--- src/rtl/tdc_pkg.sv ---
// Shared types and helpers for the TDC start/stop pair scheduler.
// Latency: n/a (declarations only).
// Backpressure: n/a.
package tdc_pkg;

    localparam int STAMP_W_DEF = 37;
    localparam int CNT_W       = 16;

    typedef enum logic [1:0] {
        ST_IDLE   = 2'd0,
        ST_WAIT_B = 2'd1,
        ST_SEND_A = 2'd2,
        ST_SEND_B = 2'd3
    } tdc_state_e;

    function automatic logic [CNT_W-1:0] sat_inc(input logic [CNT_W-1:0] v);
        return (&v) ? v : v + 1'b1;
    endfunction

endpackage

--- src/rtl/tdc_wdog.sv ---
// Stop-stamp watchdog: counts cycles spent waiting, flags expiry at TIMEOUT-1.
// Latency: expired is combinational from the count, count updates each clk.
// Backpressure: none; clr has priority over run.
module tdc_wdog
    import tdc_pkg::*;
#(
    parameter logic [CNT_W-1:0] TIMEOUT = 16'd2000
) (
    input  logic clk,
    input  logic rst,
    input  logic clr,
    input  logic run,
    output logic expired
);

    logic [CNT_W-1:0] cnt;

    assign expired = run && (cnt == TIMEOUT - 16'd1);

    always_ff @(posedge clk or posedge rst) begin
        if (rst) begin
            cnt <= '0;
        end else if (clr) begin
            cnt <= '0;
        end else if (run && !expired) begin
            cnt <= cnt + 16'd1;
        end
    end

endmodule

--- src/rtl/tdc_pair_sched.sv ---
// Pairs start/stop stamps and emits them as adjacent start/stop words; TDC_PAIR_TIMEOUT_EN adds a stop-wait watchdog.
// Latency: stop sampled in cycle N -> start word in N+1, stop word in N+2.
// Backpressure: none; strobes that cannot be accepted are dropped and counted in drop_cnt.
module tdc_pair_sched
    import tdc_pkg::*;
#(
    parameter int               STAMP_W = STAMP_W_DEF,
    parameter logic [CNT_W-1:0] TIMEOUT = 16'd2000
) (
    input  logic               clk,
    input  logic               rst,
    input  logic               en,
    input  logic               a_vld,
    input  logic [STAMP_W-1:0] a_stamp,
    input  logic               b_vld,
    input  logic [STAMP_W-1:0] b_stamp,
    output logic               o_dval,
    output logic [STAMP_W-1:0] o_mlt,
    output logic               o_phase,
    output logic               busy,
    output logic [CNT_W-1:0]   pair_cnt,
    output logic [CNT_W-1:0]   drop_cnt
);

    tdc_state_e         state, state_nxt;
    logic [STAMP_W-1:0] a_q, a_nxt;
    logic [STAMP_W-1:0] b_q, b_nxt;
    logic               drop;

`ifdef TDC_PAIR_TIMEOUT_EN
    logic wdog_run;
    logic wdog_clr;
    logic wdog_expired;

    assign wdog_run = (state == ST_WAIT_B);
    assign wdog_clr = !wdog_run;

    tdc_wdog #(.TIMEOUT(TIMEOUT)) u_wdog (
        .clk     (clk),
        .rst     (rst),
        .clr     (wdog_clr),
        .run     (wdog_run),
        .expired (wdog_expired)
    );
`else
    logic unused_timeout;
    assign unused_timeout = ^TIMEOUT;
`endif

    always_comb begin
        state_nxt = state;
        a_nxt     = a_q;
        b_nxt     = b_q;
        drop      = 1'b0;
        case (state)
            ST_IDLE: begin
                if (en && a_vld) begin
                    a_nxt = a_stamp;
                    if (b_vld) begin
                        b_nxt     = b_stamp;
                        state_nxt = ST_SEND_A;
                    end else begin
                        state_nxt = ST_WAIT_B;
                    end
                end else if (b_vld) begin
                    drop = 1'b1;
                end
            end
            ST_WAIT_B: begin
                // A second start never replaces the first; it only counts as a drop.
                drop = a_vld;
                if (b_vld) begin
                    b_nxt     = b_stamp;
                    state_nxt = ST_SEND_A;
                end
`ifdef TDC_PAIR_TIMEOUT_EN
                else if (!en || wdog_expired) begin
                    drop      = 1'b1;
                    state_nxt = ST_IDLE;
                end
`endif
            end
            ST_SEND_A: begin
                drop      = a_vld || b_vld;
                state_nxt = ST_SEND_B;
            end
            ST_SEND_B: begin
                drop      = a_vld || b_vld;
                state_nxt = ST_IDLE;
            end
            default: state_nxt = ST_IDLE;
        endcase
    end

    always_ff @(posedge clk or posedge rst) begin
        if (rst) begin
            state    <= ST_IDLE;
            a_q      <= '0;
            b_q      <= '0;
            o_mlt    <= '0;
            pair_cnt <= '0;
            drop_cnt <= '0;
        end else begin
            state <= state_nxt;
            a_q   <= a_nxt;
            b_q   <= b_nxt;
            // Word register is loaded on entry to each send state so it holds between pairs.
            if (state_nxt == ST_SEND_A) begin
                o_mlt <= a_nxt;
            end else if (state_nxt == ST_SEND_B) begin
                o_mlt <= b_q;
            end
            if (state == ST_SEND_B) begin
                pair_cnt <= sat_inc(pair_cnt);
            end
            if (drop) begin
                drop_cnt <= sat_inc(drop_cnt);
            end
        end
    end

    assign o_dval  = (state == ST_SEND_A) || (state == ST_SEND_B);
    assign o_phase = (state == ST_SEND_B);
    assign busy    = (state != ST_IDLE);

endmodule

--- config.mk ---
export PLATFORM = sky130hd
export DESIGN_NAME = tdc_pair_sched
export DESIGN_NICKNAME = d
export VERILOG_FILES = /design/src/rtl/tdc_pkg.sv /design/src/rtl/tdc_wdog.sv /design/src/rtl/tdc_pair_sched.sv
export SDC_FILE = /design/constraint.sdc
export NUM_CORES = 1
export LEC_CHECK = 0
export CAP_MARGIN = 30
export CORE_MARGIN = 2
export CORE_UTILIZATION = 31
export CTS_BUF_LIST = sky130_fd_sc_hd__clkbuf_2
export DETAILED_ROUTE_END_ITERATION = 16
export HOLD_SLACK_MARGIN = 0.03
export PLACE_DENSITY = 0.64
export SLEW_MARGIN = 10
export SYNTH_ARGS = -nofsm -noshare
export SYNTH_HDL_FRONTEND = slang
export SYNTH_SLANG_ARGS = --single-unit
--- constraint.sdc ---
create_clock -name clk -period 10.1 [get_ports clk]
set_input_delay 2.02 -clock clk [delete_from_list [all_inputs] [get_ports clk]]
set_output_delay 2.02 -clock clk [all_outputs]
set_load 0.01 [all_outputs]
After elaboration in Yosys (flattened, before gate mapping)
Index checks and enable logic that the tools add are counted.
Widths: inputs -> output; s select.
{ "totals": {"register_bits": 145, "input_bits": 79, "output_inout_bits": 72, "elab_cells": 43} }
{ "op_classes": {"n_addsub": 2, "n_eq_ne": 6, "muxes": 14, "n_bitwise": 2, "n_reduce_logical": 13} }
{ "op_table": {"columns": ["op", "n"], "rows": [
  ["$mux 37", 6],
  ["$pmux 37 s2", 1],
  ["$add 16x1->16 const B", 2],
  ["$reduce_and 16->1", 2],
  ["$eq 2x2->1 const B", 4],
  ["$pmux 2 s4", 1],
  ["$mux 2", 3],
  ["$reduce_and 2->1", 3],
  ["$reduce_bool 2->1", 3],
  ["$pmux 1 s3", 1],
  ["$eq 2x1->1 const B", 1],
  ["$logic_not 2->1", 1],
  ["$logic_or 1x1->1", 2],
  ["$mux 1", 2],
  ["$ne 2x2->1 const B", 1],
  ["$not 1->1", 2],
  ["$reduce_or 2->1", 1],
  ["$logic_and 1x1->1", 1]
]} }

Depth between registers and ports, before layout
Gate-level depths: netlist (run 1).
{ "depth": {"ltp_word": 6, "depth_mapped": 6, "mapped_depth_nobuf": 6} }

Least setup slack after synthesis (run 1)
OpenSTA, ideal clock, no wires.
{ "synth_path": {"path_kind": "input port to flip-flop", "from": "input port a_vld", "to": "register b_q[10]", "setup_time_ns": 0.125, "arrival_time_ns": 3.123, "t_required_ns": 9.975, "slack_ns": 6.852, "path_stages": 5, "path_buffers": 2, "path_cell_list": "a21oi_1 -> nor3b_1 -> buf_2 -> buf_4 -> mux2_2"} }
{ "synth_via": {"elab_chain_cells": 3} }
{ "synth_lines": {"columns": ["element", "line", "rtl"], "rows": [
  ["start: declaration", "tdc_pair_sched.sv:13", "input logic a_vld,"],
  ["$logic_and 1x1->1", "tdc_pair_sched.sv:57", "if (en && a_vld) begin"],
  ["$ne 2x2->1 (no source line)", null, null],
  ["$reduce_and 2->1 (no source line)", null, null],
  ["end signal: assignment", "tdc_pair_sched.sv:106", "b_q <= b_nxt;"],
  ["end: declaration", "tdc_pair_sched.sv:27", "logic [STAMP_W-1:0] b_q, b_nxt;"]
]} }
No other way between the ends.
A chain may end at the register's enable or synchronous reset.

Final worst setup path (run 1)
{ "layout_path": {"from": "register state[1]", "to": "output port o_phase"} }
{ "layout_via": {"elab_chain_cells": 1} }
{ "layout_lines": {"columns": ["element", "line", "rtl"], "rows": [
  ["start: declaration", "tdc_pair_sched.sv:25", "tdc_state_e state, state_nxt;"],
  ["start signal: assignment", "tdc_pair_sched.sv:104", "state <= state_nxt;"],
  ["$eq 2x2->1", "tdc_pair_sched.sv:123", "assign o_phase = (state == ST_SEND_B);"],
  ["end: declaration", "tdc_pair_sched.sv:19", "output logic o_phase,"]
]} }
No other way between the ends.

==> results of run 1 <==
-- cell families after synthesis --
group	after synthesis	synth area share (%)
flip-flops	145	59.68
multiplexers	115	20.54
AND/OR/NAND/NOR	110	8.665
AO/OA/AOI/OAI	44	4.404
XOR/XNOR	28	4.034
buffers and inverters	26	2.264
adder cells (fa/ha/maj)	2	0.4115
-- synthesized netlist by cell type, drive strengths merged --
master and instances:
dfrtp 145, mux2 78, nand2 52, o21ai 38
mux2i 37, xnor2 17, buf 16, nor2 14
nand3 11, xor2 11, nand4 9, and3 6
clkbuf 5, inv 5, nor3 4, nor4 3
or2 3, and4 2, ha 2, nor2b 2
a2111oi 1, a211o 1, a21o 1, a21oi 1
a22oi 1, a32oi 1, and2 1, and4bb 1
nand2b 1, nor3b 1
-- worst min-delay path by stage --
stage               cells after the start                       end
finish                                  1  pair_cnt[13]$_DFFE_PP0P_
global route                            1          a_q[0]$_DFF_PP0_
CTS                                     1  pair_cnt[13]$_DFFE_PP0P_
detailed placement                      1         a_q[35]$_DFF_PP0_
global placement                        1         a_q[34]$_DFF_PP0_
floorplan                               1          a_q[0]$_DFF_PP0_
-- worst register-to-register path, cell delays in order (launching register included) --
cell,delay (ns)
sky130_fd_sc_hd__dfrtp_1,0.52
sky130_fd_sc_hd__a21oi_1,0.10
sky130_fd_sc_hd__nor3b_2,0.16
sky130_fd_sc_hd__buf_4,0.46
sky130_fd_sc_hd__buf_4,0.60
sky130_fd_sc_hd__mux2_2,0.43
-- flip-flops by register name, indices dropped and copies added, names as in the netlist --
register and cells:
state 2, drop_cnt 16, pair_cnt 16, b_q 37, a_q 37, o_mlt 37
-- per-stage QoR --
step                std cells  area, sq um
global placement          868         7841
finish                    902         8153
detailed placement        869         7861
floorplan                 470         6080
CTS                       901         8150
global route              902         8153
-- cells in the final DEF, fill, tap and decap left out, drive strengths merged, types with 2 or more instances in the layout --
cell type,count
clkdlybuf4s50,150
dfrtp,145
mux2,78
nand2,52
o21ai,38
mux2i,37
xnor2,17
clkbuf,17
nor2,14
nand3,11
xor2,11
inv,10
nand4,9
and3,6
buf,5
nor3,4
bufinv,4
clkinv,4
nor4,3
or2,3
and4,2
ha,2
clkinvlp,2
nor2b,2
-- layer usage --
| metal | up-vias | wire length (microns) |
|---|---|---|
| li1 | 1945 | - |
| met1 | 2060 | 5911 |
| met2 | 103 | 6947 |
| met3 | 7 | 777 |
| met4 | 0 | 133 |
| met5 | - | 0 |
-- power groups by stage --
stage	clock network [mW]	logic [mW]	registers [mW]
2_1_floorplan	0	0.458	0.991
3_3_place_gp	0	0.795	0.969
3_5_place_dp	0	0.828	0.981
4_1_cts	0.409	0.832	0.969
5_1_grt	0.434	0.891	1.00
6_report	0.387	0.815	0.965
-- area by class of cell --
type	count	area (sq um)
Clock inverter	15	203.9
Inverter	5	23.77
Antenna cell	1	2.502
Tap cell	265	331.6
Timing Repair Buffer	155	1551
Multi-Input combinational cell	299	2326
Fill cell	1828	11180
Clock buffer	17	85.08
Sequential cell	145	3628
==> run summary, run 1 <==
For this design the static power due to leakage is 3.333 nW. The worst setup path endpoint is o_phase. The worst register-to-register path begins at state[0]$_DFF_PP0_. The critical path required time is between 8 and 9 ns.

The kind of cell with the highest combined delay on the critical path is buffers and inverters. After synthesis the cells add up to just over 6000 sq um. The longest clock path from root to sink contains 2 buffers.

In the final layout, the share of cells above drive strength 1 is a little under a fifth. The critical path starts at state[1]$_DFF_PP0_. The area of the die is 20750 sq um. The count of boundary I/O pins came out at 151. The leftover overflow at the end of global routing is 0. The combinational group share of total power came out at roughly 38%. The critical path goes through and2_1 > clkdlybuf4s50_1. Together, buffers and inverters on the worst path number 1. The layout-stage area growth over the synthesis result came out at 34.10%. The number of detailed-routing iterations run before antenna repair came out at 4. The register clock-pin slew on the reported worst setup and hold paths came out at roughly 0.25 ns.

The remaining number of nets flagged by the antenna check after routing is 0. The depth of the critical timing path with buffers and inverters included is 2. In this run, the number of DRC markers left after iteration 0 of detailed routing was 140.

The slowest cell on the critical path is sky130_fd_sc_hd__clkdlybuf4s50_1. The met2 usage came out at 22.73%. By startpoint and endpoint, the worst setup path is classified as register to output port. The sequential fraction of the synthesis area came out at roughly three fifths.

The total via count after detailed routing is about 4000. The count of different cell masters after synthesis came out at 36. The final-layout worst hold slack came out at 0.5074 ns. The library cell occupying the most area in the post-synthesis netlist is sky130_fd_sc_hd__dfrtp_1. The CTS buffer count came out at 17. The buffer type at the clock tree root is sky130_fd_sc_hd__clkbuf_2. In the global route stage, overall resource usage came out at between 10% and 20%. The number of nets handed over by synthesis was approximately 550. In this run the most critical hold path is launched from pair_cnt[13]$_DFFE_PP0P_. The met3 usage came out at 4.172%. The die width is approximately 140 microns.

The mean area per synthesized cell is between 10 and 15 sq um. Across the VDD grid, the largest voltage drop is between 0.1 and 0.15 mV. The worst-case register-to-register setup slack came out at around 7.7 ns. For this design the ratio of total power to cell area is between 200 and 300 nW/um^2. After legalization and detailed placement, the total HPWL measured 9341 microns. The initial standard-cell utilization of the core is between 30% and 40%.

The global routing usage on met1 is 16.69%. The routed wire length is 13770 microns. The length in cells of the worst reg-to-reg path came out at 5. The DRC violation count after routing came out at 0. The portion of total power attributed to sequential cells is about 45%.

The quantity of hold-fixing buffers added after cts is 0. The number of levels in the clock H-tree is 4. The total of max-cap violations came out at 0. The final number of max-transition violations came out at 0. At the end of routability-driven placement, the weighted congestion stood at roughly 0.77.

The relative slew slack is 45.58%. The largest net degree at the start of global routing came out at between 80 and 90. The minimum clock period is a little over 4 ns.

The average vias per placed instance is between 4 and 5. The proportion of power drawn by the clock network is 17.9%. Along the worst path, the maximum fanout reaches 8. The accumulated negative setup slack came out at 0 ns. The longest individual stage delay on the worst path came out at roughly 0.56 ns. The buffers inserted during post-CTS setup optimization came out at 0. The number of nets at the end of the flow is slightly above 700.

The switching power is 0.7102 mW. The maximum frequency from static timing analysis came out at between 200 and 250 MHz. The internal power contribution is approximately 1.5 mW. The overall power consumption came out at between 2 and 2.5 mW.

met2 is the most crowded layer. At the end of the flow the core is filled with cells to 42.17%. The initial antenna violation count is 1. OpenSTA, run right after detailed placement, puts the worst setup slack at about 5.6 ns. Setup repair after global routing left no endpoint under its margin. The number of endpoints failing setup at the final stage came out at 0. The die span in y is around 140 microns. The wire length of the first global-routing pass came out at approximately 22000 microns.

The slew at the pin closest to its max-slew limit is around 0.82 ns. The count of state elements after synthesis is 145. The core area came out at between 15000 and 20000 sq um. The clock drives approximately 150 sinks. The cell count after synthesis came out at 470. The fraction of synthesized cell area taken by the top area cell type came out at approximately three fifths.

Of the total power, the share spent switching nets is about a third. The CTS tree is built. In the post-synthesis netlist, the biggest area contributors are sky130_fd_sc_hd__dfrtp_1 60%, sky130_fd_sc_hd__mux2_2 13%, sky130_fd_sc_hd__mux2i_1 6.1%.

STA classifies the critical path endpoint as an output port. The final setup skew came out at 0.04114 ns. The data arrival time at the worst-slack endpoint is 2.05 ns.

In the final routed layout, each cell accounts on average for around 15 microns. The flow ran to the end, and the final reports show no timing, DRC or antenna violations. In this run the critical register-to-register path is captured at b_q[18]$_DFFE_PP0P_. The number of failing hold endpoints at the final stage is 0. The post-cts resize count came out at 0. The synthesis warning total is 0.

The floorplan row count came out at about 50. The clock reaches the later pin of the worst-skew pair after 0.68 ns. The worst setup path is launched from a register.

The min-delay analysis places its worst path in the category register to register. After layout, the worst path uses about 40% of the clock period. The via count of the first global-routing pass came out at 4300.

The setup slack of the critical path after layout is approximately 6.0 ns. During placement, the flow inserted port buffers numbering 150.
Power figures use the tool's default switching activity.
==> run 2, diff against run 1 <==
clock period = 3.8 ns   (was 10.1 ns; I/O delays follow)
==> run summary, run 2 (synthesis gave the netlist of run 1 again) <==
The area of placed instances came out at 7878 sq um. In the final design database the tool counted 703 nets. Dividing the final minimum period by the clock period gives 72.76%.

Global routing consumed, over all layers together, a little over an eighth of the routing resources. The placed wire-length estimate after detailed placement came out at roughly 8800 microns. Derived from the worst setup path, the maximum achievable clock frequency is between 300 and 400 MHz. The relative slew slack came out at between 40% and 50%. The worst-skew pair later-pin latency is roughly 0.67 ns.

The initial utilization of the core area, before any placement, comes to 31.44%. Cells with a size suffix above 1 make up approximately 17% of the layout. After routing the design area is slightly above 8000 sq um. The worst-case IR drop observed on VDD is between 0.3 and 0.4 mV. Per report_power, the combinational group accounts for 39.2% of the total. The met3 layer wire length in the routed design came out at roughly 840 microns. The sum of routed wire segments on met1 came out at just under 6000 microns. The via count of the first global-routing pass is 4138. Setup repair after global routing left no endpoint under its margin. Of all nets on the critical path, the largest fanout is 8. For this design the total switching power over the nets is ~1.8 mW. The origin of the worst min-delay path is a_q[33]$_DFF_PP0_. The quantity of hold-fixing buffers added after cts is 0. The wire length of the first global-routing pass is between 20000 and 25000 microns. The core area came out at 19330 sq um.

The congestion estimate from routability-driven global placement came to between 0.8 and 0.9. The CTS buffer count is 17. STA classifies the critical path endpoint as an output port. The buffers inserted during post-CTS setup optimization came out at 0. The accumulated negative setup slack came out at 0 ns. The cell count of the worst hold path is 1. The area of the die came out at 20750 sq um. The worst register-to-register path begins at state[0]$_DFF_PP0_.

The worst setup path is of the register to output port kind. The critical path required time is 3.04 ns. The most common cell after layout, fill and taps aside is sky130_fd_sc_hd__clkdlybuf4s50_1. Leaving out filler cells and counting taps, the final layout contains around 900. The floorplan row count came out at a little over 50. In the detailed route, the total length drawn on met2 is between 6000 and 7000 microns. The initial antenna violation count is 1.

The average vias per placed instance is 4.548. The average detailed-routed wire length per instance came out at between 10 and 15 microns. The endpoint with the worst hold slack is a_q[33]$_DFF_PP0_.

In the layout the commonest cells are 150 x sky130_fd_sc_hd__clkdlybuf4s50_1, 145 x sky130_fd_sc_hd__dfrtp_1, 71 x sky130_fd_sc_hd__mux2_2, 52 x sky130_fd_sc_hd__nand2_1. The worst-case register-to-register setup slack came out at about 1.7 ns. The final setup skew came out at ~0.033 ns.

In the final layout, the registers with the most flip-flops are a_q (37), b_q (37), o_mlt (37). The power density over the cells came out at approximately 680 nW/um^2. The largest individual stage delay along the critical path comes from the cell sky130_fd_sc_hd__clkdlybuf4s50_1. Routed signal wires occupy layers up through met4.

The worst register-to-register path ends at o_mlt[20]$_DFFE_PP0P_. The internal power of the cells totals roughly 3.7 mW. The total of max-cap violations is 0. The DRC violation count after routing is 0. The final number of max-transition violations came out at 0. The cell count after placement is between 800 and 900.

Once detail routing completed, the nets flagged for antenna violations numbered 0. Counting along the longest clock path gives a buffer depth of 2. The total via count after detailed routing is around 4000. The minimum clock period came out at ~2.8 ns.

The count of boundary I/O pins is between 150 and 200. The number of endpoints failing setup at the final stage is 0. The leakage power is around 3.3 nW. The clock sink total is 145. The portion of total power attributed to sequential cells is a little under half. The layout-stage area growth over the synthesis result is 32.85%. Measured in cells, the most critical reg-to-reg path has a length of 6. Once layout is complete, the utilization of the core stands at around two fifths. The min-delay analysis places its worst path in the category register to register.

The register clock-pin slew on the reported worst setup and hold paths came out at approximately 0.18 ns. The count of buffers added on input and output ports is 150. The leftover overflow at the end of global routing came out at 0.

The die is roughly 140 microns wide. The run finished with clean final reports. Of the total power, the share spent switching nets is about a third.

Data on the critical path arrives at its endpoint at 2.01 ns. The longest individual stage delay on the worst path came out at 0.57 ns. The number of violations reported at the end of detailed-routing iteration 0 came out at 130.

The routed wire length is approximately 13000 microns. The signal on the critical path passes through and2_1 > clkdlybuf4s50_1. The first detailed-routing pass took 4 iterations. The critical path startpoint category is a register.

The slew at the pin closest to its max-slew limit came out at 0.7632 ns. The number of failing hold endpoints at the final stage came out at 0. In this run, post-CTS repair resized a total of 0 instances. Entering global routing, the biggest net connects 146 pins.

The die span in y came out at about 140 microns. The tree is rooted in a sky130_fd_sc_hd__clkbuf_2. The number of levels in the clock H-tree came out at 4.

TritonCTS built the clock tree. The proportion of power drawn by the clock network came out at around 14%. Across all hold checks on the routed design, the worst slack comes to 0.5079 ns.
-- run 2: cell count changes in the layout (fill, tap and decap cells not counted), sizes merged --
cell    before  now
buf          5    4
clkinv       4    5
inv         10    4
clkbuf      17   21
bufinv       4    2
-- run 2: power by group through the flow --
stage / clock [mW] / sequential (mW) / combinational [mW]
final: 0.800 / 2.56 / 2.16
after global routing: 0.919 / 2.66 / 2.38
after CTS: 0.860 / 2.57 / 2.21
after detailed placement: 0 / 2.61 / 2.20
after global placement: 0 / 2.58 / 2.13
after floorplan: 0 / 2.63 / 1.22
-- run 2: layout make-up --
type	count	area [sq um]
Fill cell	1866	11260
Sequential cell	145	3628
Multi-Input combinational cell	299	2326
Timing Repair Buffer	154	1569
Tap cell	265	331.6
Clock buffer	21	105.1
Clock inverter	8	91.34
Inverter	5	22.52
Antenna cell	1	2.502
-- run 2: layer usage --
layer	global-route usage [%]	up-vias
li1	-	1954
met1	16.66	2003
met2	20.68	116
met3	4.603	11
met4	4.541	0
met5	0	-
-- run 2: worst max-delay path by stage --
stage / start / to / slack (ns)
after global placement: a_vld / o_mlt[20]$_DFFE_PP0P_ / 0.94
after global routing: state[1]$_DFF_PP0_ / o_phase / 0.81
after detailed placement: a_vld / o_mlt[20]$_DFFE_PP0P_ / 0.91
final: state[1]$_DFF_PP0_ / o_phase / 1.03
after CTS: state[1]$_DFF_PP0_ / o_phase / 0.92
after floorplan: rst / a_q[0]$_DFF_PP0_ / 1.22
-- run 2: worst max-delay path: cells and delay by family (launching register included) --
| family | cells | cell delay, ns |
|---|---|---|
| buf+inv | 1 | 0.57 |
| flops | 1 | 0.52 |
| simple gates | 1 | 0.27 |
-- run 2: through the flow --
stage	power [mW]	setup slack [ns]
after global routing	5.956	0.8147
after floorplan	3.852	1.221
after CTS	5.641	0.9192
after detailed placement	4.807	0.9115
final	5.521	1.035
after global placement	4.705	0.9410
